--- src/rtl/mem_arbiter_pkg.sv ---
// Shared constants for the CPU / program-loader memory arbiter:
// access op codes, IO window base, FSM encodings and grant ids.
package mem_arbiter_pkg;

  localparam int LDST_WID = 3;

  localparam logic [LDST_WID-1:0] LDST_LW  = 3'd0;
  localparam logic [LDST_WID-1:0] LDST_LH  = 3'd1;
  localparam logic [LDST_WID-1:0] LDST_LHU = 3'd2;
  localparam logic [LDST_WID-1:0] LDST_LB  = 3'd3;
  localparam logic [LDST_WID-1:0] LDST_LBU = 3'd4;
  localparam logic [LDST_WID-1:0] LDST_SW  = 3'd5;
  localparam logic [LDST_WID-1:0] LDST_SH  = 3'd6;
  localparam logic [LDST_WID-1:0] LDST_SB  = 3'd7;

  localparam logic [15:0] IO_BASE = 16'hffff;

  localparam logic [1:0] S_IDLE = 2'd0;
  localparam logic [1:0] S_RD   = 2'd1;
  localparam logic [1:0] S_WR   = 2'd2;
  localparam logic [1:0] S_RESP = 2'd3;

  localparam logic GNT_CPU = 1'b0;
  localparam logic GNT_LDR = 1'b1;

  function automatic logic is_load(
    input logic [LDST_WID-1:0] op
  );
    return (op == LDST_LW) || (op == LDST_LH) ||
           (op == LDST_LHU) || (op == LDST_LB) ||
           (op == LDST_LBU);
  endfunction

  function automatic logic is_part_store(
    input logic [LDST_WID-1:0] op
  );
    return (op == LDST_SH) || (op == LDST_SB);
  endfunction

endpackage

--- src/rtl/mem_arbiter_lsu_align.sv ---
// Load extraction and sub-word store merge for the arbiter.
// Purely combinational; word is the raw word read from memory or IO.
module lsu_align
  import mem_arbiter_pkg::*;
(
  input  logic [LDST_WID-1:0] ldst,
  input  logic [1:0]          ofs,
  input  logic [31:0]         word,
  input  logic [31:0]         wdata,
  output logic [31:0]         load_data,
  output logic [31:0]         store_data
);

  logic [15:0] half;
  logic [7:0]  byte_v;

  always_comb begin
    half   = ofs[1] ? word[31:16] : word[15:0];
    byte_v = word[{ofs, 3'b000} +: 8];
  end

  always_comb begin
    load_data = word;
    unique case (1'b1)
      ldst == LDST_LH:  load_data = {{16{half[15]}}, half};
      ldst == LDST_LHU: load_data = {16'h0, half};
      ldst == LDST_LB:  load_data = {{24{byte_v[7]}}, byte_v};
      ldst == LDST_LBU: load_data = {24'h0, byte_v};
      default:          load_data = word;
    endcase
  end

  always_comb begin
    store_data = word;
    unique case (1'b1)
      ldst == LDST_SH: begin
        if (ofs[1]) store_data[31:16] = wdata[15:0];
        else        store_data[15:0]  = wdata[15:0];
      end
      ldst == LDST_SB:
        store_data[{ofs, 3'b000} +: 8] = wdata[7:0];
      default: store_data = wdata;
    endcase
  end

endmodule

--- src/rtl/mem_arbiter.sv ---
// Round-robin arbiter between CPU data accesses and the UART
// program loader, driving one word-wide memory plus an IO window.
module mem_arbiter
  import mem_arbiter_pkg::*;
#(
  parameter int RD_LAT = 1
) (
  input  logic                clk,
  input  logic                rst_n,
  input  logic                cpu_req,
  input  logic [LDST_WID-1:0] cpu_ldst,
  input  logic [31:0]         cpu_addr,
  input  logic [31:0]         cpu_wdata,
  output logic                cpu_ready,
  output logic [31:0]         cpu_rdata,
  input  logic                ldr_req,
  input  logic [31:0]         ldr_addr,
  input  logic [31:0]         ldr_wdata,
  output logic                ldr_ready,
  output logic [13:0]         mem_addr,
  output logic [31:0]         mem_din,
  output logic                mem_we,
  input  logic [31:0]         mem_dout,
  output logic                io_sel,
  output logic                io_we,
  input  logic [31:0]         io_rdata
);

  localparam logic [1:0] RD_LAST = 2'(RD_LAT - 1);

  logic [1:0]          state;
  logic [1:0]          cnt;
  logic                gnt;
  logic                last_grant;
  logic [LDST_WID-1:0] ldst_q;
  logic [1:0]          ofs_q;
  logic                io_q;
  logic [31:0]         wdata_q;

  logic                any_req;
  logic                pick_ldr;
  logic [LDST_WID-1:0] w_ldst;
  logic [31:0]         w_addr;
  logic [31:0]         w_wdata;
  logic                w_io;
  logic                w_rd;
  logic [31:0]         rd_word;
  logic [31:0]         load_data;
  logic [31:0]         store_data;

  assign any_req  = cpu_req | ldr_req;
  assign pick_ldr = ldr_req &&
                    (!cpu_req || last_grant == GNT_CPU);

  // Loader traffic is treated as a plain full-word store.
  assign w_ldst  = pick_ldr ? LDST_SW : cpu_ldst;
  assign w_addr  = pick_ldr ? ldr_addr : cpu_addr;
  assign w_wdata = pick_ldr ? ldr_wdata : cpu_wdata;
  assign w_io    = w_addr[31:16] == IO_BASE;
  assign w_rd    = is_load(w_ldst) ||
                   (is_part_store(w_ldst) && !w_io);

  assign rd_word = io_q ? io_rdata : mem_dout;

  assign io_sel    = (state != S_IDLE) && io_q;
  assign mem_we    = (state == S_WR) && !io_q;
  assign io_we     = (state == S_WR) && io_q;
  assign cpu_ready = (state == S_RESP) && (gnt == GNT_CPU);
  assign ldr_ready = (state == S_RESP) && (gnt == GNT_LDR);

  lsu_align u_align (
    .ldst       (ldst_q),
    .ofs        (ofs_q),
    .word       (rd_word),
    .wdata      (wdata_q),
    .load_data  (load_data),
    .store_data (store_data)
  );

  always_ff @(posedge clk or negedge rst_n) begin
    if (!rst_n) begin
      state      <= S_IDLE;
      cnt        <= 2'd0;
      gnt        <= GNT_CPU;
      last_grant <= GNT_CPU;
      ldst_q     <= LDST_LW;
      ofs_q      <= 2'd0;
      io_q       <= 1'b0;
      wdata_q    <= 32'h0;
      mem_addr   <= 14'h0;
      mem_din    <= 32'h0;
      cpu_rdata  <= 32'h0;
    end else begin
      case (state)
        S_IDLE: begin
          if (any_req) begin
            gnt        <= pick_ldr;
            last_grant <= pick_ldr;
            ldst_q     <= w_ldst;
            ofs_q      <= w_addr[1:0];
            io_q       <= w_io;
            wdata_q    <= w_wdata;
            mem_addr   <= w_addr[15:2];
            mem_din    <= w_wdata;
            cnt        <= 2'd0;
            state      <= w_rd ? S_RD : S_WR;
          end
        end
        S_RD: begin
          if (cnt == RD_LAST) begin
            if (is_load(ldst_q)) begin
              cpu_rdata <= load_data;
              state     <= S_RESP;
            end else begin
              mem_din <= store_data;
              state   <= S_WR;
            end
          end else begin
            cnt <= cnt + 2'd1;
          end
        end
        S_WR:    state <= S_RESP;
        default: state <= S_IDLE;
      endcase
    end
  end

endmodule

--- config.mk ---
export PLATFORM = sky130hd
export DESIGN_NAME = mem_arbiter
export DESIGN_NICKNAME = d
export VERILOG_FILES = /design/src/rtl/mem_arbiter_pkg.sv /design/src/rtl/mem_arbiter_lsu_align.sv /design/src/rtl/mem_arbiter.sv
export SDC_FILE = /design/constraint.sdc
export NUM_CORES = 1
export LEC_CHECK = 0
export BUFFER_PORTS_ARGS = -buffer_cell sky130_fd_sc_hd__buf_2
export CORE_MARGIN = 2
export CORE_UTILIZATION = 54
export DETAILED_ROUTE_END_ITERATION = 6
export MAX_ROUTING_LAYER = met4
export PLACE_DENSITY_LB_ADDON = 0.1
export SYNTH_ARGS = -nofsm -noshare
export SYNTH_HDL_FRONTEND = slang
export SYNTH_SLANG_ARGS = --single-unit
--- constraint.sdc ---
create_clock -name clk -period 4.9 [get_ports clk]
set_input_delay 0.49 -clock clk [delete_from_list [all_inputs] [get_ports clk]]
set_output_delay 0.49 -clock clk [all_outputs]
set_load 0.02 [all_outputs]
# Word level (Yosys, flattened, before mapping)
# Cells that the tools add are included.
totals:
  reg_bits: 121
  latch_bits: 0
  ramBits: 0
  romBits: 0
  input_bits: 199
  wordCells: 91
  n_memories: 0
op_classes:
  n_addsub: 2
  n_mul: 0
  n_div: 0
  order_cmp: 0
  eq_ne: 20
  shifts: 3
  n_mux: 22
  n_bitwise: 2
  reduce_logical: 32
op_table:
  columns: ["cell", "count"]
  rows:
  - ["two-way mux 32 bit", 6]
  - ["one-hot mux 32 bit (2 select lines)", 2]
  - ["one-hot mux 32 bit (4 select lines)", 1]
  - ["two-way mux 16 bit", 3]
  - ["bitwise mux 32 bit", 1]
  - ["variable shift 8 x 7 -> 32 bit (first input constant)", 1]
  - ["indexed part select 32 x 6 -> 8 bit", 1]
  - ["indexed part select 8 x 7 -> 32 bit", 1]
  - ["== test 3 bit (second input constant)", 6]
  - ["== test 16 bit (second input constant)", 1]
  - ["== test 3 x 2 -> 1 bit (second input constant)", 4]
  - ["logical OR 1 bit", 11]
  - ["two-way mux 2 bit", 5]
  - ["!= test 2 bit (second input constant)", 4]
  - ["logical AND 1 bit", 7]
  - ["negation 5 -> 7 bit", 1]
  - ["== test 3 x 1 -> 1 bit (second input constant)", 2]
  - ["logical NOT 3 bit", 2]
  - ["one-hot mux 2 bit (3 select lines)", 1]
  - ["AND reduction 3 bit", 2]
  - ["== test 2 bit (second input constant)", 2]
  - ["logical NOT 2 bit", 2]
  - ["one-hot mux 2 bit (2 select lines)", 1]
  - ["AND reduction 2 bit", 2]
  - ["other kinds (9)", 12]

# Longest topological paths before layout
depth:
  ltp_word: 13
  depth_mapped: 9
  depth_no_buf: 7

# Hierarchy
# Synthesis repeated with hierarchy kept, for this count alone.
hier_totals:
  cells_unflattened: 834
  hier_area_um2: 7978.9
modules_own_cells:
  columns: ["module", "instances", "cells_each", "area_per_inst_um2"]
  rows:
  - ["mem_arbiter", 1, 530, 6099.6]
  - ["lsu_align", 1, 304, 1879.3]

# Worst setup path before layout
# OpenSTA, ideal clock, no wires.
synth_path:
  kind: "register -> register"
  start: "register ofs_q[1]"
  end: "register mem_din[23]"
  setup_time_ps: 124
  arrival_time_ps: 1895
  required_ps: 4776
  setup_slack_ps: 2882
  path_stages_with_launch: 10
  synth_period_minus_slack_ps: 2018
  cell_sequence: "dfrtp_1 buf_4 inv_2 ha_1 nand4bb_1 clkbuf_1 o221ai_1 o21ai_0 a211oi_1 a211o_1"
synth_via:
  elab_chain_len: 7
synth_rtl:
  columns: ["element", "line_no", "source"]
  rows:
  - ["start: declaration", "mem_arbiter.sv:36", "logic [1:0] ofs_q;"]
  - ["start signal: assignment", "mem_arbiter.sv:100", "ofs_q <= w_addr[1:0];"]
  - ["negation 5 -> 7 bit", "mem_arbiter_lsu_align.sv:41", "store_data[{ofs, 3'b000} +: 8] = wdata[7:0];"]
  - ["indexed part select 8 x 7 -> 32 bit / variable shift 8 x 7 -> 32 bit (equally long branches)", "mem_arbiter_lsu_align.sv:41", null]
  - ["bitwise mux 32 bit", "mem_arbiter_lsu_align.sv:41", null]
  - ["one-hot mux 32 bit (2 select lines) (*)", "mem_arbiter_lsu_align.sv:35", "unique case (1'b1)"]
  - ["two-way mux 32 bit (*)", "mem_arbiter.sv:111", "if (is_load(ldst_q)) begin"]
  - ["two-way mux 32 bit (*)", "mem_arbiter.sv:110", "if (cnt == RD_LAST) begin"]
  - ["one-hot mux 32 bit (2 select lines) (*)", "mem_arbiter.sv:94", "case (state)"]
  - ["end signal: assignment", "mem_arbiter.sv:104", "mem_din <= w_wdata;"]
  - ["end signal: assignment", "mem_arbiter.sv:115", "mem_din <= store_data;"]
  - ["end: declaration", "mem_arbiter.sv:21", "output logic [31:0] mem_din,"]
# Mark *: on every way between the ends. The rest lies on a longest branch, timed or not. The select of a mux whose other input is x is not followed.
# A chain may end at the register's enable or synchronous reset.

# Final worst setup path
# Same ends and word-level chain as after synthesis.

==> reports/results.tsv <==
metric	value	unit
status	finished, final reports clean	
required	5.26	ns
arrival	3.20	ns
ys_top_cells_by_count	dfrtp_1, nand2_1, o21ai_0	
synthXorXnorAreaFrac	0.00115	
ys_seq_area_frac	0.396	
rsz0062_at_grt	false	
drc	0	
max-cap-violations	0	
numCtsBuffers	17	
synth_top_area_cell	dfrtp_1	
critPathCaptureType	register	
drt_wl_total	23900	um
drt-pass1-iter-count	7	
synth-simple-area-share	0.110	
setup_viol	0	
vias	7509	
finalNonFillerCells	1237	
fin_skew	0.00652	ns
hold_viol	0	
nNetsFinal	1254	
synth_nets	1009	
postCtsHoldBufs	0	
ys_warn_count	0	
fin_tns_setup	0	ns
grt_pass1_vias	7052	
area_growth	26.9	%
cts_buffer_depth	2	
finalCriticalPeriod	2.85	ns
place_inst	1205	
combPwrFrac	0.499	
place_congestion	0.891	
die_area	15100	um^2
power_frac_seq	0.293	
p_clk_frac	0.208	
path_max_fanout	33	
initial_core_util	0.551	
num_rows	43	
synth-compound-area-share	0.271	
cts_resized	0	
synth_area_per_cell	9.57	um^2
h-tree-depth	4	
slew_violations	0	
stdcell_area	9700	um^2
final_core_util	0.699	
diodes	0	
post_cts_buffers	0	
setup_slack	2.05	ns
p_int	3740	uW
switching_share	0.447	
fp.dieH	123	um
cts_root_buffer	clkbuf_16	
synth-edff-count	0	
dp_slack	2.13	ns
crit_type	register to register	
via_per_inst	6.07	
ys_ff_latch	121	
peakVddDrop	341	uV
synth_top_family_by_area	compound AO/OA/AOI/OAI gates	
synthFlopType	dfrtp_1	
grt_start_max_net_pins	105	
ant_nets	0	
clk_latency	0.42	ns
die_w	123	um
grt_usage	0.328	
fmax	0.351	GHz
fin_crit_sh	0.581	
cts_tree	built	
synthArstFlopShare	1.00	
clk_pin_slew	0.06	ns
yosysTopAreaCellShare	0.396	
synth_area	7640	um^2
antenna_found_initial	0	
cellPowerDensity	696	nW/um^2
synth_area_leaders	dfrtp_1, mux2i_1, o21ai_0	
slew-limit-headroom	0.318	
start_kind	register	
muxShareOfSynthArea	0.147	
synth_fa_ha_area_frac	0.0180	
cts.sink_count	121	
placed_area	9040	um^2
dp_hpwl	17600	um
gr-total-overflow	0	
power_leakage	0.00463	uW
io_pins	282	
drtIter0Drc	757	
power_switching	3020	uW
yosysMostFrequentCell	dfrtp_1	
netlist-cell-type-count	64	
grt_pass1_wl	36900	um
wire_per_inst	19.4	um
hp-class	input pin to async pin	
io_buffers	281	
fp.coreArea	13900	um^2
synth_cells	799	
worstMarginPinSlew	1.02	ns
drive_above_1_share	0.342	
[cells in the final DEF, fill, tap and decap left out, types with 7 or more instances in the layout]
cell type	count
o21ai_0	88
ha_1	11
o31ai_1	9
buf_2	280
nand2_1	90
a221oi_1	31
nor2_1	41
o22a_1	16
o211ai_1	7
nand4_1	8
a211oi_1	8
a21oi_1	54
nor3_1	10
a21o_1	15
a22oi_1	17
mux2i_1	66
dfrtp_1	119
inv_1	16
o211a_1	7
nand2b_1	10
mux2_2	14
a22o_1	16
o221ai_1	16
buf_4	12
clkbuf_16	17
[final timing paths]
check                             from     endpoint  slack, ns  cells after the start
hold reg to reg            mem_addr[5]  mem_addr[5]       0.47                      2
max in group asynchronous        rst_n   mem_din[3]       3.50                      2
min in group clk           cpu_ldst[1]    ldst_q[1]       0.32                      2
hold / removal                   rst_n  mem_addr[2]       0.24                      1
setup reg to reg              ofs_q[1]  mem_din[23]       2.05                      7
setup / recovery              ofs_q[1]  mem_din[23]       2.05                      7
[power groups by stage]
| stage | Combinational, uW | Sequential (uW) | Clock, uW |
|---|---|---|---|
| 2_1_floorplan | 2140 | 2200 | 0 |
| 4_1_cts | 3370 | 1960 | 1410 |
| 6_report | 3370 | 1980 | 1400 |
| 3_3_place_gp | 3280 | 1960 | 0 |
| 3_5_place_dp | 3340 | 1970 | 0 |
| 5_1_grt | 3710 | 2040 | 1450 |
[layout make-up]
cell class | count | area (um^2)
Sequential cell | 121 | 3030
Tap cell | 180 | 225
Fill cell | 1185 | 4180
Clock buffer | 20 | 467
Timing Repair Buffer | 292 | 1490
Inverter | 18 | 67.6
Multi-Input combinational cell | 594 | 4220
Clock inverter | 12 | 195
[worst max-delay path: stages (launching register included)]
cell	delay, ns
dfrtp_2	0.75
buf_4	0.38
ha_1	0.39
nand4bb_1	0.38
o221ai_1	0.31
o21ai_0	0.14
a211oi_1	0.27
a211o_1	0.14
[registers in the layout (all words and copies together) (netlist names)]
register and flops:
ofs_q 2, state 2, mem_din 32, last_grant 1
cpu_rdata 32, mem_addr 14, io_q 1, wdata_q 32
ldst_q 3, cnt 2
[logic make-up after synthesis]
family,count (synthesis)
adders and majority gates,11
muxes,94
DFF,121
xor gates and xnor gates,1
and+or+nand+nor,185
buffers and inverters,84
AOI/OAI and AO/OA,303
[layer usage]
| layer | share of wire | global-route usage |
|---|---|---|
| met1 | 0.44 | 0.446 |
| met2 | 0.47 | 0.510 |
| met3 | 0.080 | 0.0563 |
| met4 | 0.017 | 0.0923 |
| met5 | 0 | - |
[per-stage QoR]
stage | total power, uW | hold slack [ns]
after floorplan | 4340 | 0.194
after global placement | 5240 | 0.460
after detailed placement | 5310 | 0.465
after CTS | 6740 | 0.282
after global routing | 7200 | 0.337
final | 6750 | 0.244
No activity file was read; power rests on OpenSTA's default activity.
